$ cat src/rtl/seg7_capture.sv
// rtl/seg7_capture.sv - reconstructs hex digits from snooped active-low 7-segment scan lines
// Waits for each scanned pattern to dwell STABLE_CYCLES+1 edges, then decodes it to a nibble per digit.
module seg7_capture #(
  parameter int NUM_DIGITS    = 8,
  parameter int STABLE_CYCLES = 4
) (
  input  logic                    clk,
  input  logic                    rst_n,
  input  logic                    clr,
  input  logic [NUM_DIGITS-1:0]   an,
  input  logic [6:0]              cnode,
  output logic [4*NUM_DIGITS-1:0] digits,
  output logic [NUM_DIGITS-1:0]   digit_valid,
  output logic [NUM_DIGITS-1:0]   blank,
  output logic [NUM_DIGITS-1:0]   err,
  output logic                    multi_an,
  output logic                    frame_done
);

  localparam int SW = NUM_DIGITS + 7;
  localparam int CW = (STABLE_CYCLES > 2) ? $clog2(STABLE_CYCLES) : 1;
  localparam logic [CW-1:0] CNT_MAX = CW'(STABLE_CYCLES - 1);

  logic [SW-1:0]           in_q, in_d;
  logic [CW-1:0]           cnt_q, cnt_d;
  logic                    armed_q, armed_d;
  logic [4*NUM_DIGITS-1:0] digits_q, digits_d;
  logic [NUM_DIGITS-1:0]   valid_q, valid_d;
  logic [NUM_DIGITS-1:0]   blank_q, blank_d;
  logic [NUM_DIGITS-1:0]   err_q, err_d;
  logic [NUM_DIGITS-1:0]   seen_q, seen_d;
  logic                    multi_q, multi_d;
  logic                    fd_q, fd_d;

  logic                    same;
  logic                    capture;
  logic                    hit;
  logic                    is_blank;
  logic [3:0]              nib;
  logic [3:0]              low_cnt;
  logic [NUM_DIGITS-1:0]   seen_upd;

  // Inverse of the hex-to-segment table; segments are active-low, a..g from bit 6 down.
  always_comb begin
    hit      = 1'b1;
    nib      = 4'h0;
    is_blank = 1'b0;
    case (in_q[6:0])
      7'b0000001: nib = 4'h0;
      7'b1001111: nib = 4'h1;
      7'b0010010: nib = 4'h2;
      7'b0000110: nib = 4'h3;
      7'b1001100: nib = 4'h4;
      7'b0100100: nib = 4'h5;
      7'b0100000: nib = 4'h6;
      7'b0001111: nib = 4'h7;
      7'b0000000: nib = 4'h8;
      7'b0001100: nib = 4'h9;
      7'b0001000: nib = 4'hA;
      7'b1100000: nib = 4'hB;
      7'b0110001: nib = 4'hC;
      7'b1000010: nib = 4'hD;
      7'b0110000: nib = 4'hE;
      7'b0111000: nib = 4'hF;
      7'b1111111: begin
        hit      = 1'b0;
        is_blank = 1'b1;
      end
      default:    hit = 1'b0;
    endcase
  end

  always_comb begin
    in_d     = {an, cnode};
    same     = (in_d == in_q);
    cnt_d    = cnt_q;
    armed_d  = armed_q;
    digits_d = digits_q;
    valid_d  = valid_q;
    blank_d  = blank_q;
    err_d    = err_q;
    seen_d   = seen_q;
    multi_d  = multi_q;
    fd_d     = 1'b0;
    seen_upd = seen_q;
    low_cnt  = 4'd0;

    if (!same) begin
      cnt_d   = '0;
      armed_d = 1'b1;
    end else if (cnt_q != CNT_MAX) begin
      cnt_d = cnt_q + 1'b1;
    end

    capture = same && armed_q && (cnt_q == CNT_MAX);
    if (capture) armed_d = 1'b0;

    for (int i = 0; i < NUM_DIGITS; i++) begin
      if (!in_q[7+i]) low_cnt = low_cnt + 4'd1;
    end

    if (clr) begin
      digits_d = '0;
      valid_d  = '0;
      blank_d  = '0;
      err_d    = '0;
      seen_d   = '0;
      multi_d  = 1'b0;
    end else if (capture) begin
      if (low_cnt > 4'd1) multi_d = 1'b1;
      for (int i = 0; i < NUM_DIGITS; i++) begin
        if (low_cnt == 4'd1 && !in_q[7+i]) begin
          seen_upd[i] = 1'b1;
          valid_d[i]  = hit;
          blank_d[i]  = is_blank;
          err_d[i]    = !hit && !is_blank;
          if (hit)      digits_d[4*i +: 4] = nib;
          if (is_blank) digits_d[4*i +: 4] = 4'h0;
        end
      end
      // Completing a frame clears the mask so the next frame starts counting immediately.
      if (&seen_upd) begin
        fd_d   = 1'b1;
        seen_d = '0;
      end else begin
        seen_d = seen_upd;
      end
    end
  end

  always_ff @(posedge clk or negedge rst_n) begin
    if (!rst_n) begin
      in_q     <= '1;
      cnt_q    <= '0;
      armed_q  <= 1'b1;
      digits_q <= '0;
      valid_q  <= '0;
      blank_q  <= '0;
      err_q    <= '0;
      seen_q   <= '0;
      multi_q  <= 1'b0;
      fd_q     <= 1'b0;
    end else begin
      in_q     <= in_d;
      cnt_q    <= cnt_d;
      armed_q  <= armed_d;
      digits_q <= digits_d;
      valid_q  <= valid_d;
      blank_q  <= blank_d;
      err_q    <= err_d;
      seen_q   <= seen_d;
      multi_q  <= multi_d;
      fd_q     <= fd_d;
    end
  end

  assign digits      = digits_q;
  assign digit_valid = valid_q;
  assign blank       = blank_q;
  assign err         = err_q;
  assign multi_an    = multi_q;
  assign frame_done  = fd_q;

endmodule

$ cat config.mk
export PLATFORM = sky130hd
export DESIGN_NAME = seg7_capture
export DESIGN_NICKNAME = d
export VERILOG_FILES = /design/src/rtl/seg7_capture.sv
export SDC_FILE = /design/constraint.sdc
export NUM_CORES = 1
export LEC_CHECK = 0
export CAP_MARGIN = 40
export CORE_MARGIN = 2
export CORE_UTILIZATION = 48
export CTS_CLUSTER_DIAMETER = 30
export CTS_CLUSTER_SIZE = 16
export DETAILED_ROUTE_END_ITERATION = 12
export GPL_TIMING_DRIVEN = 0
export PLACE_DENSITY = 0.78
export SLEW_MARGIN = 20
export SYNTH_ARGS = -nofsm -noshare
export SYNTH_HDL_FRONTEND = slang
export SYNTH_SLANG_ARGS = --single-unit
$ cat constraint.sdc
create_clock -name clk -period 5.5 [get_ports clk]
set_clock_uncertainty 0.15 [all_clocks]
set_input_delay 1.65 -clock clk [delete_from_list [all_inputs] [get_ports clk]]
set_output_delay 1.65 -clock clk [all_outputs]
set_load 0.05 [all_outputs]
; ---- After elaboration in Yosys (flattened, before gate mapping)
; Cells that the tools add are included.
[word_totals]
ff_bits = 84
input_bits = 18
out_inout_bits = 58
word_cells = 211
[op_classes]
addsub = 8
order_cmp = 1
eq_ne = 22
n_mux = 90
n_reduce_logical = 52
[ops]
columns = op, n
row1 = $mux W8, 9
row2 = $mux W4, 17
row3 = $mux W32, 2
row4 = $pmux W4 S15, 1
row5 = $mux W1, 59
row6 = $eq A7 B6 Y1 const B, 5
row7 = $eq A7 B7 Y1 const B, 5
row8 = $add A4 B1 Y4 const B, 7
row9 = $reduce_and A3 Y1, 8
row10 = $eq A7 B4 Y1 const B, 3
row11 = $reduce_bool A2 Y1, 10
row12 = $reduce_and A2 Y1, 9
row13 = $reduce_or A16 Y1, 1
row14 = $eq A15 B15 Y1, 1
row15 = $logic_and A1 B1 Y1, 11
row16 = $logic_not A1 Y1, 10
row17 = $reduce_and A8 Y1, 1
row18 = $eq A7 B1 Y1 const B, 1
row19 = $eq A7 B3 Y1 const B, 1
row20 = $eq A7 B5 Y1 const B, 1
row21 = $logic_not A7 Y1, 1
row22 = $eq A4 B1 Y1 const B, 1
row23 = $gt A4 B1 Y1 const B, 1
row24 = $mux W2, 2
row25 = other kinds (5), 6

; ---- Longest topological paths before layout
[logic_depth]
word_depth = 24
mapped_depth = 27
mapped_depth_nobuf = 25

; ---- Worst setup path before layout
; No wires, ideal clock.
[synth_timing]
path_type = reg-to-reg
start = register in_q[7]
end = register blank_q[7], in the netlist blank[7]
setup_time_ps = 132
arrival_ps = 5386
required_ps = 5218
slack_ps = -168
path_stages_with_launch = 27
n_path_buf = 2
synth_period_minus_slack_ps = 5668
cell_sequence = dfstp_2 > inv_1 > ha_1 > xnor2_2 > ha_1 > mux2_2 > ha_1 > nor2_1 > nor2_1 > ha_1 > nor2b_1 > a21o_1 > ha_1 > nor2b_1 > nand3b_1 > o22ai_1 > inv_1 > ha_1 > nor2_1 > a32oi_1 > nor2_1 > nand3_2 > buf_4 > buf_4 > nor2_4 > mux2i_1 > nor2_1
[synth_between]
elab_chain_len = 19
word_cells_on_any_way = 23
classes_between = add/sub (7) / eq/ne (2) / mux (8) / reduce/logical (6)
[synth_rtl]
columns = element, line_no
row1 = from (decl), 24  ; logic [SW-1:0] in_q, in_d;
row2 = from (signal assigned), 144  ; in_q <= in_d;
row3 = $mux W1, 99  ; if (!in_q[7+i]) low_cnt = low_cnt + 4'd1;
row4 = $add A4 B1 Y4, 99
row5 = $mux W4, 99
row6 = $add A4 B1 Y4, 99
row7 = $mux W4, 99
row8 = $add A4 B1 Y4, 99
row9 = $mux W4, 99
row10 = $add A4 B1 Y4, 99
row11 = [3 not listed], --
row12 = $add A4 B1 Y4, 99
row13 = $mux W4, 99
row14 = $add A4 B1 Y4, 99
row15 = $mux W4, 99
row16 = $eq A4 B1 Y1, 112  ; if (low_cnt == 4'd1 && !in_q[7+i]) begin
row17 = $logic_and A1 B1 Y1, 112
row18 = $reduce_bool A2 Y1 (no source line), --
row19 = $reduce_and A2 Y1 (no source line) (*), --
row20 = to (signal assigned), 149  ; blank_q <= blank_d;
row21 = to (decl), 29  ; logic [NUM_DIGITS-1:0] blank_q, blank_d;
; Every way passes the cells marked *; elsewhere a longest branch is shown, timed or not.
; A chain may end at the register's enable or synchronous reset.

; ---- Worst setup path in the final report
[layout_timing]
start = register in_q[7]
end = register valid_q[3], in the netlist digit_valid[3]
[layout_between]
elab_chain_len = 19
word_cells_on_any_way = 23
classes_between = add/sub (7) / eq/ne (2) / mux (8) / reduce/logical (6)
[layout_rtl]
columns = element, line_no
row1 = $mux W1, 99
row2 = $add A4 B1 Y4, 99
row3 = $mux W4, 99
row4 = $add A4 B1 Y4, 99
row5 = $mux W4, 99
row6 = $add A4 B1 Y4, 99
row7 = $mux W4, 99
row8 = $add A4 B1 Y4, 99
row9 = [3 not listed], --
row10 = $add A4 B1 Y4, 99
row11 = $mux W4, 99
row12 = $add A4 B1 Y4, 99
row13 = $mux W4, 99
row14 = $eq A4 B1 Y1, 112
row15 = $logic_and A1 B1 Y1, 112
row16 = $reduce_bool A2 Y1 (no source line), --
row17 = $reduce_and A2 Y1 (no source line) (*), --
row18 = to (signal assigned), 148  ; valid_q <= valid_d;
row19 = to (decl), 28  ; logic [NUM_DIGITS-1:0] valid_q, valid_d;
; Marks and branches as above.

==> metrics.yaml <==
routing:
  ant_nets: 0
  route.vias.total: 3711
  vias_per_cell: 5.78
  drt-initial-drc-count: 210
  detail_route.first_pass.iterations: 5
  routed_wl_um: 12100
  detail_route.drc_violations: 0
  routedWlPerCell_um: 18.8
synthesis:
  synth_area_per_cell_um2: 10.6
  ys_seq_area_share_pct: 47.8
  yosysWarnings: 0
  synth_top_area_cell: "sky130_fd_sc_hd__dfrtp_1"
  yosys-top-cells-area: "sky130_fd_sc_hd__dfrtp_1 (38%), sky130_fd_sc_hd__dfstp_2 (9.5%), sky130_fd_sc_hd__nor2_1 (4.1%)"
  synth_cell_type_count: 65
  postSynthNetCount: 446
  synth.cell_area_um2: 4440
  synthFlopType: "sky130_fd_sc_hd__dfrtp_1"
  ys_ff_latch: 84
  synth.cells.most_frequent: "sky130_fd_sc_hd__dfrtp_1 (68), sky130_fd_sc_hd__nor2_1 (48), sky130_fd_sc_hd__nor3_1 (24), sky130_fd_sc_hd__clkbuf_1 (19)"
  synth.most_common_cell: "sky130_fd_sc_hd__dfrtp_1"
  post_synth_inst_count: 420
  async_flop_share_pct: 100
  synth_enable_flop_cells: 0
  yosys.area.top_type_share_pct: 38.3
floorplanning:
  die_h_um: 100
  design.core.area_um2: 9110
  die-area_um2: 10000
  fp.dieW_um: 100
  design.portCount: 76
  initial_utilization_pct: 48.7
  floorplan_row_count: 35
final_layout:
  post_route_cells_drive_above_1_share_pct: 22.8
  finish.net_count: 552
  final_core_util_pct: 65.9
  area_growth_pct: 35.4
  insertedDiodeCount: 0
clock_tree:
  tritoncts_clock_tree: "built"
  cts_sinks: 84
  clkLatencyLatePin_ps: 360
  postCtsHoldBufs: 0
  clkTransAtPathRegs_ps: 90
  max-clock-path-buffers: 2
  cts-htree-levels: 3
  clock_tree.root_cell: "sky130_fd_sc_hd__clkbuf_8"
  cts_inserted_buffers: 9
pwr:
  pwrdens_nw_per_um2: 262
  power.switching_mw: 0.540
  pwr-share-clk_pct: 26.0
  switching_share_pct: 34.4
  pwr-share-comb_pct: 32.1
  seq_power_share_pct: 41.8
  leakage_nw: 2.53
  vdd.ir_drop.worst_mv: 0.179
  internal_power_mw: 1.03
sta:
  final-hold-violation-count: 0
  setup_viol: 0
  max_slew.worst_pin.slew_ps: 799
  fin_setup_tns_ps: 0
  rsz_0062_raised_after_global_routing: "true"
  min_period_over_period_pct: 97.1
  max-slew-margin-rel_pct: 46.7
  fmax_mhz: 187
  layout_min_cycle_time_ps: 5340
  timing_max_transition_violations_final: 0
critical_path:
  critPathRequiredTime_ps: 5610
  timing.critical_path.to_type: "flip-flop"
  worstSetupPathType: "reg -> reg"
  crit_path_start_kind: "flip-flop"
  crit_path_top_delay_cell: "sky130_fd_sc_hd__dfstp_2"
  timing.critical_path.arrival_ps: 5450
  critical_path_buf_inv_count: 5
  critical-path-max-stage-delay_ps: 580
  critical_path.max_fanout: 7
  worstSetupStartpoint: "in_q[7]"
  worst_r2r_startpoint: "in_q[7]"
  ff_to_ff_setup_slack_ps: 160
  critPathTopFamily: "simple AND/OR/NAND/NOR gates"
hold_path:
  holdCritPathClass: "reg -> reg"
  min_from: "armed_q"
status:
  run_status: "complete, no violations"
global_routing:
  grt_start_max_net_pins: 57
  first_pass_grt_wire_length_um: 19300
  grt-ovfl-total: 0
  grt_use_total_pct: 24.6
  number_of_antenna_violations_at_the_first_check_in_global_routing: 0
  vias_in_the_first_global_route: 3796
placement:
  dp_hpwl_um: 8180
  place.gp.congestion: 0.853
  portBuffers: 75
job:
  cap_viol_max_count: 0
[layout make-up]
| class | count | area (um2) |
|---|---|---|
| inverter | 12 | 47.5 |
| fill | 721 | 3100 |
| clock buffer | 9 | 124 |
| clock inverter | 7 | 58.8 |
| sequential | 84 | 2120 |
| buffer | 26 | 145 |
| timing repair buffer | 95 | 973 |
| multi-input combinational | 298 | 2400 |
| tap | 111 | 139 |
[power groups by stage]
stage          registers (mW)  logic (mW)  clock network [mW]
2_1_floorplan           0.720       0.229                   0
3_3_place_gp            0.668       0.382                   0
3_5_place_dp            0.668       0.391                   0
4_1_cts                 0.657       0.456               0.413
5_1_grt                 0.660       0.543               0.442
6_report                0.657       0.505               0.409
[stage by stage]
stage	worst slack (ps)	hold WS, ps	instance area, um2	instances	power, mW
CTS	16.5	330	5850	635	1.53
global placement	-467	310	5340	606	1.05
global route	-58.9	360	6010	642	1.64
detailed placement	-574	314	5370	608	1.06
floorplan	53.8	295	4450	420	0.948
finish	157	340	6010	642	1.57
[per-layer routing]
metal / track usage [%] / wire length [um] / vias up
met5: 0 / 0 / -
met4: 7.90 / 258 / 0
met3: 5.99 / 735 / 23
met2: 39.2 / 5840 / 127
met1: 33.2 / 5250 / 1845
li1: - / - / 1716
[cells by family after synthesis]
family / count (synthesis) / share of synthesized area [%]
flops: 84 / 47.8
mux: 20 / 4.76
xor+xnor: 33 / 7.92
buf+inv: 38 / 3.78
compound gates: 90 / 15.8
simple gates: 147 / 17.6
fa+ha+maj: 8 / 2.26
[worst min-delay path: cells and delay by family, from the launching register on]
| family | cells | cell delay [ps] |
|---|---|---|
| buffers and inverters | 1 | 40 |
| flip-flops | 1 | 380 |
| AO/OA/AOI/OAI | 1 | 70 |
[path summary, 6_finish.rpt]
kind | end | cells past startpoint
worst max-delay path | digit_valid[3] | 26
worst min-delay path | armed_q | 2
worst max register to register | digit_valid[3] | 26
worst min register to register | armed_q | 2
max in group asynchronous | in_q[8] | 2
min in group asynchronous | digits[26] | 1
[sequential cells by signal, summed over array words and instances (netlist names)]
name / count
frame_done: 1
armed_q: 1
cnt_q: 2
multi_an: 1
err: 8
in_q: 15
seen_q: 8
blank: 8
digit_valid: 8
digits: 32
[layout by cell type (no fill, tap or decap), types with 13 or more instances in the layout]
| cell | n |
|---|---|
| sky130_fd_sc_hd__dfrtp_1 | 68 |
| sky130_fd_sc_hd__a21oi_1 | 13 |
| sky130_fd_sc_hd__o2bb2ai_1 | 16 |
| sky130_fd_sc_hd__nand2_1 | 13 |
| sky130_fd_sc_hd__clkbuf_1 | 19 |
| sky130_fd_sc_hd__buf_4 | 16 |
| sky130_fd_sc_hd__xnor2_1 | 14 |
| sky130_fd_sc_hd__nor3_1 | 24 |
| sky130_fd_sc_hd__nor2_1 | 42 |
| sky130_fd_sc_hd__a22o_1 | 16 |
| sky130_fd_sc_hd__dfstp_2 | 16 |
| sky130_fd_sc_hd__clkdlybuf4s50_1 | 74 |
[timing repair]
action	4_1_cts	5_1_grt
pin swaps	11	15
gates cloned	1	1
setup endpoints to repair	65	65
gates resized for setup	37	16
buffers inserted	10	6
(Power assumes the default switching activity.)
==> edit 1: new RTL, same flow settings <==
Set the parameter `NUM_DIGITS` to 4 (it was 8).
--- a/src/rtl/seg7_capture.sv
+++ b/src/rtl/seg7_capture.sv
@@ -2,5 +2,5 @@
 // Waits for each scanned pattern to dwell STABLE_CYCLES+1 edges, then decodes it to a nibble per digit.
 module seg7_capture #(
-  parameter int NUM_DIGITS    = 8,
+  parameter int NUM_DIGITS    = 4,
   parameter int STABLE_CYCLES = 4
 ) (
Ports: changed (5 resized); port bits go from 76 to 44. No check against the original RTL was run, so the function may have changed too.
==> edit 1 against the unedited design <==
Wire length decreased by 53%; power decreased by 57%; setup slack improved by 1.6 ns; via count decreased by 43%; critical endpoint is now blank[0]; design area decreased by 44%; synthesized area decreased by 39%; critical path type is now input port to register; sequential cell count decreased by 36; register-to-register slack improved by 2.0 ns.
==> edit 1: results (changes against the unedited design) <==
| Metric | Value |
|---|---|
| Min cycle time layout | `3.71 ns (was 5.34 ns)` |
| Inst Count DP | `372 (was 608)` |
| Met2 WL | `2760 um (was 5840 um)` |
| M2 GR Usage | `32.7% (was 39.2%)` |
| Reg power frac | `53.5% (was 41.8%)` |
| First-pass GRT wire length | `9740 um (was 19300 um)` |
| Max_slew headroom | `55.7% (was 46.7%)` |
| Sw Share | `28.0% (was 34.4%)` |
| Gr usage total | `19.7% (was 24.6%)` |
| Crit path from | `cnode[4] (was in_q[7])` |
| Met3 Use GR | `3.75% (was 5.99%)` |
| Min-Delay Endpoint | `digits[0] (was armed_q)` |
| Slowest CP cell | `nor4_4 (was dfstp_2)` |
| Post-DP Area | `3260 um^2 (was 5370 um^2)` |
| Initial DRC Count | `148 (was 210)` |
| VDD IR max | `133 uV (was 179 uV)` |
| Synth Net Count | `274 (was 446)` |
| Worst hold start | `digits[0] (was armed_q)` |
| Seq/Total Area, Yosys | `44.6% (was 47.8%)` |
| Min-Delay Path Depth | `1 (was 2)` |
| Netlist cell types | `63 (was 65)` |
| DR WL met3 | `281 um (was 735 um)` |
| CTS Buf Count | `5 (was 9)` |
| Critical path endpoint | `blank[0] (was digit_valid[3])` |
| Vias in the first global route | `2042 (was 3796)` |
| Largest register FFs | `16 (was 32)` |
| Cells on worst reg2reg path | `10 (was 26)` |
| Post-synthesis cell count | `256 (was 420)` |
| CP peak stage delay | `0.47 ns (was 0.58 ns)` |
| Placer Congestion | `0.931 (was 0.853)` |
| M1 GR Usage | `26.6% (was 33.2%)` |
| Synth top area cells | `dfrtp_1 33%, dfstp_2 12%, xor2_1 4.5%, nand2b_1 3.4%, a22o_1 3.2% (was dfrtp_1 38%, dfstp_2 9.5%, nor2_1 4.1%, a22o_1 3.2%, o2bb2ai_1 3.2%)` |
| Htree depth | `2 (was 3)` |
| Pin count of the biggest net entering global routing | `35 (was 57)` |
| Outcome | `complete, no violations (unchanged)` |
| Worst Path Arrival | `3.73 ns (was 5.45 ns)` |
| Fraction of layout cells with a size suffix above 1 | `18.5% (was 22.8%)` |
| PortBufs | `43 (was 75)` |
| 1st-pass router iterations | `4 (was 5)` |
| Number of setup buffers added after CTS | `0 (was 10)` |
| Post-CTS sizing | `0 (was 37)` |
| Critical path type | `input port to register (was register to register)` |
| DR vias/cell | `5.54 (was 5.78)` |
[edit 1: cell count changes in the layout (fill, tap and decap cells not counted), moves of 6 or more]
cell,delta
a22o_1,-6
buf_2,+9
buf_4,-16
clkbuf_1,-14
clkdlybuf4s50_1,-32
dfrtp_1,-32
nand2b_1,+10
nor2_1,-20
nor2_4,-9
nor3_1,-20
nor4_1,-6
o2bb2ai_1,-13
xnor2_1,-13
[edit 1: cell families (layout without fill, tap and decap cells)]
logic type                 count (synthesis)  after routing  synth area share, %
and+or+nand+nor                           96             96                 24.1
AOI/OAI and AO/OA                         54             54                 14.9
DFF                                       48             48                 44.6
buffers and inverters                     28             80                 4.82
xor gates and xnor gates                  17             17                 6.43
muxes                                      9              9                 3.35
adders and majority gates                  4              4                 1.84
[edit 1: layout make-up]
class	instances	area [um^2]
multi-input cells	180	1380
plain buffers	15	82.6
repair buffers	44	445
inverters	13	48.8
flip-flops and latches	48	1220
well taps	72	90.1
fillers	459	2160
clock buffers	6	72.6
clock inverters	2	16.3
==> edit 2: new RTL, config.mk and constraints unchanged <==
Made on the original files. Make the reset (`rst_n`) synchronous in one clocked block.
--- a/src/rtl/seg7_capture.sv
+++ b/src/rtl/seg7_capture.sv
@@ -129,5 +129,5 @@
   end
 
-  always_ff @(posedge clk or negedge rst_n) begin
+  always_ff @(posedge clk) begin
     if (!rst_n) begin
       in_q     <= '1;
Behaviour: differs if rst_n is asserted again (counterexample within 10 cycles, from zero or initial values and one cycle with rst_n low); with rst_n held inactive, the same outputs for 10 cycles.
==> edit 2 against the unedited design <==
Wire length decreased by 9.9%; design area down 9.0%; synthesized area is 10% lower; sequential cell count stayed put; setup slack improved by 0.061 ns; first-iteration DRC count rose by 0.48%; core utilization up 1.2 points.
Power is not compared: it rests on default switching activity, and its combinational part moved more than twofold at a synthesized area within 25%.
==> edit 2: results (changes against the unedited design) <==
| Metric | Value |
|---|---|
| Inst Count DP | `619 (was 608)` |
| Slowest CP cell | `or4b_4 (was dfstp_2)` |
| Final nets | `566 (was 552)` |
| Initial DRC Count | `211 (was 210)` |
| Clock Latency Late Sink | `0.36 ns (about the same)` |
| Filler cell count | `643 (was 721)` |
| Placer Congestion | `0.897 (was 0.853)` |
| Number of setup buffers added after CTS | `3 (was 10)` |
| Vias in the first global route | `3450 (was 3796)` |
| Fraction of layout cells with a size suffix above 1 | `16.9% (was 22.8%)` |
| Crit path max fanout | `6 (was 7)` |
| Vias | `3648 (was 3711)` |
| Post-synth top cells | `84 x dfxtp_1, 56 x nor2_1, 28 x nor3_1 (was 68 x dfrtp_1, 48 x nor2_1, 24 x nor3_1)` |
| Post-DR wirelength/cell | `16.8 um (was 18.8 um)` |
| Reg clk slew, reported paths | `about 0.080 ns` |
| Post-CTS sizing | `19 (was 37)` |
| Worst Hold Class | `register to register (unchanged)` |
| Synth Net Count | `465 (was 446)` |
| Post-DP HPWL | `7480 um (was 8180 um)` |
| Pleak | `around 0.0021 uW` |
| Post-DP Area | `4870 um^2 (was 5370 um^2)` |
| N_diodes | `0 (unchanged)` |
| Netlist cell types | `59 (was 65)` |
| CTS max path bufs | `2 (unchanged)` |
| Top_reg_cell synth | `dfxtp_1 (was dfrtp_1)` |
| Final WL | `10900 um (was 12100 um)` |
| Final design utilization | `67.2% (was 65.9%)` |
| Worst Path Arrival | `5.44 ns (was 5.45 ns)` |
| Outcome | `complete, no violations (unchanged)` |
| Gr usage total | `23.7% (was 24.6%)` |
| CTS Buf Count | `9 (unchanged)` |
| First-pass GRT wire length | `16700 um (was 19300 um)` |
| Cell family with most CP delay | `simple AND/OR/NAND/NOR gates (unchanged)` |
| Seq/Total Area, Yosys | `42.1% (was 47.8%)` |
| Synth top area cells | `dfxtp_1 42%, mux2i_1 5.5%, nor2_1 5.3%, xnor2_1 4.8%, nand2b_1 4.1% (was dfrtp_1 38%, dfstp_2 9.5%, nor2_1 4.1%, a22o_1 3.2%, o2bb2ai_1 3.2%)` |
| Pin count of the biggest net entering global routing | `14 (was 57)` |
| CP peak stage delay | `0.68 ns (was 0.58 ns)` |
| Hold buffer count at cts | `0 (unchanged)` |
| Slew @ Worst Pin | `1.04 ns (was 0.799 ns)` |
| Ys async rst share | `0% (was 100%)` |
| Largest register FFs | `32 (unchanged)` |
| 1st-pass router iterations | `5 (unchanged)` |
| Place WS | `-0.542 ns (was -0.574 ns)` |
| Syn avg cell area | `9.09 um^2 (was 10.6 um^2)` |
[edit 2: changes by cell type in the layout (fill, tap and decap cells not counted), moves of 11 or more]
cell / change
dfxtp_1: +82
a22o_1: -16
dfrtp_1: -68
dfstp_2: -16
nor2_1: +12
mux2i_1: +11
nand2b_1: +20
[edit 2: routing by layer]
layer	global-route usage (%)	up-vias	routed length, um
met4	8.45	0	216
met5	0	-	0
met2	38.8	145	5230
met1	30.7	1732	4730
li1	-	1748	-
met3	5.45	23	713
[edit 2: path summary, 6_finish.rpt]
path	to	slack [ns]	startpoint	cells past startpoint
worst max-delay path	seen_q[5]	0.22	in_q[7]	25
worst min-delay path	digits[22]	0.31	digits[22]	1
worst max register to register	seen_q[5]	0.22	in_q[7]	25
worst min register to register	digits[22]	0.31	digits[22]	1
[edit 2: layout make-up]
cell class / instances / area share, %
well taps: 105 / 2.40
clock inverters: 5 / 0.962
flip-flops and latches: 84 / 30.9
clock buffers: 10 / 2.52
repair buffers: 91 / 16.3
multi-input cells: 314 / 43.4
inverters: 12 / 0.824
plain buffers: 28 / 2.68
[edit 2: cell families (layout without fill, tap and decap cells)]
logic type / count (synthesis) / after routing / share of synthesized area [%]
and+or+nand+nor: 167 / 167 / 21.4
AOI/OAI and AO/OA: 84 / 84 / 15.4
DFF: 84 / 84 / 42.1
buffers and inverters: 41 / 146 / 4.01
xor gates and xnor gates: 32 / 32 / 8.77
muxes: 23 / 23 / 5.80
adders and majority gates: 8 / 8 / 2.51
[edit 2: power groups by stage]
stage,clock [uW],combinational (uW),sequential (uW)
after detailed placement,0,187,633
after global placement,0,183,633
after global routing,463,267,620
final,433,246,619
after CTS,437,199,619
after floorplan,0,142,631
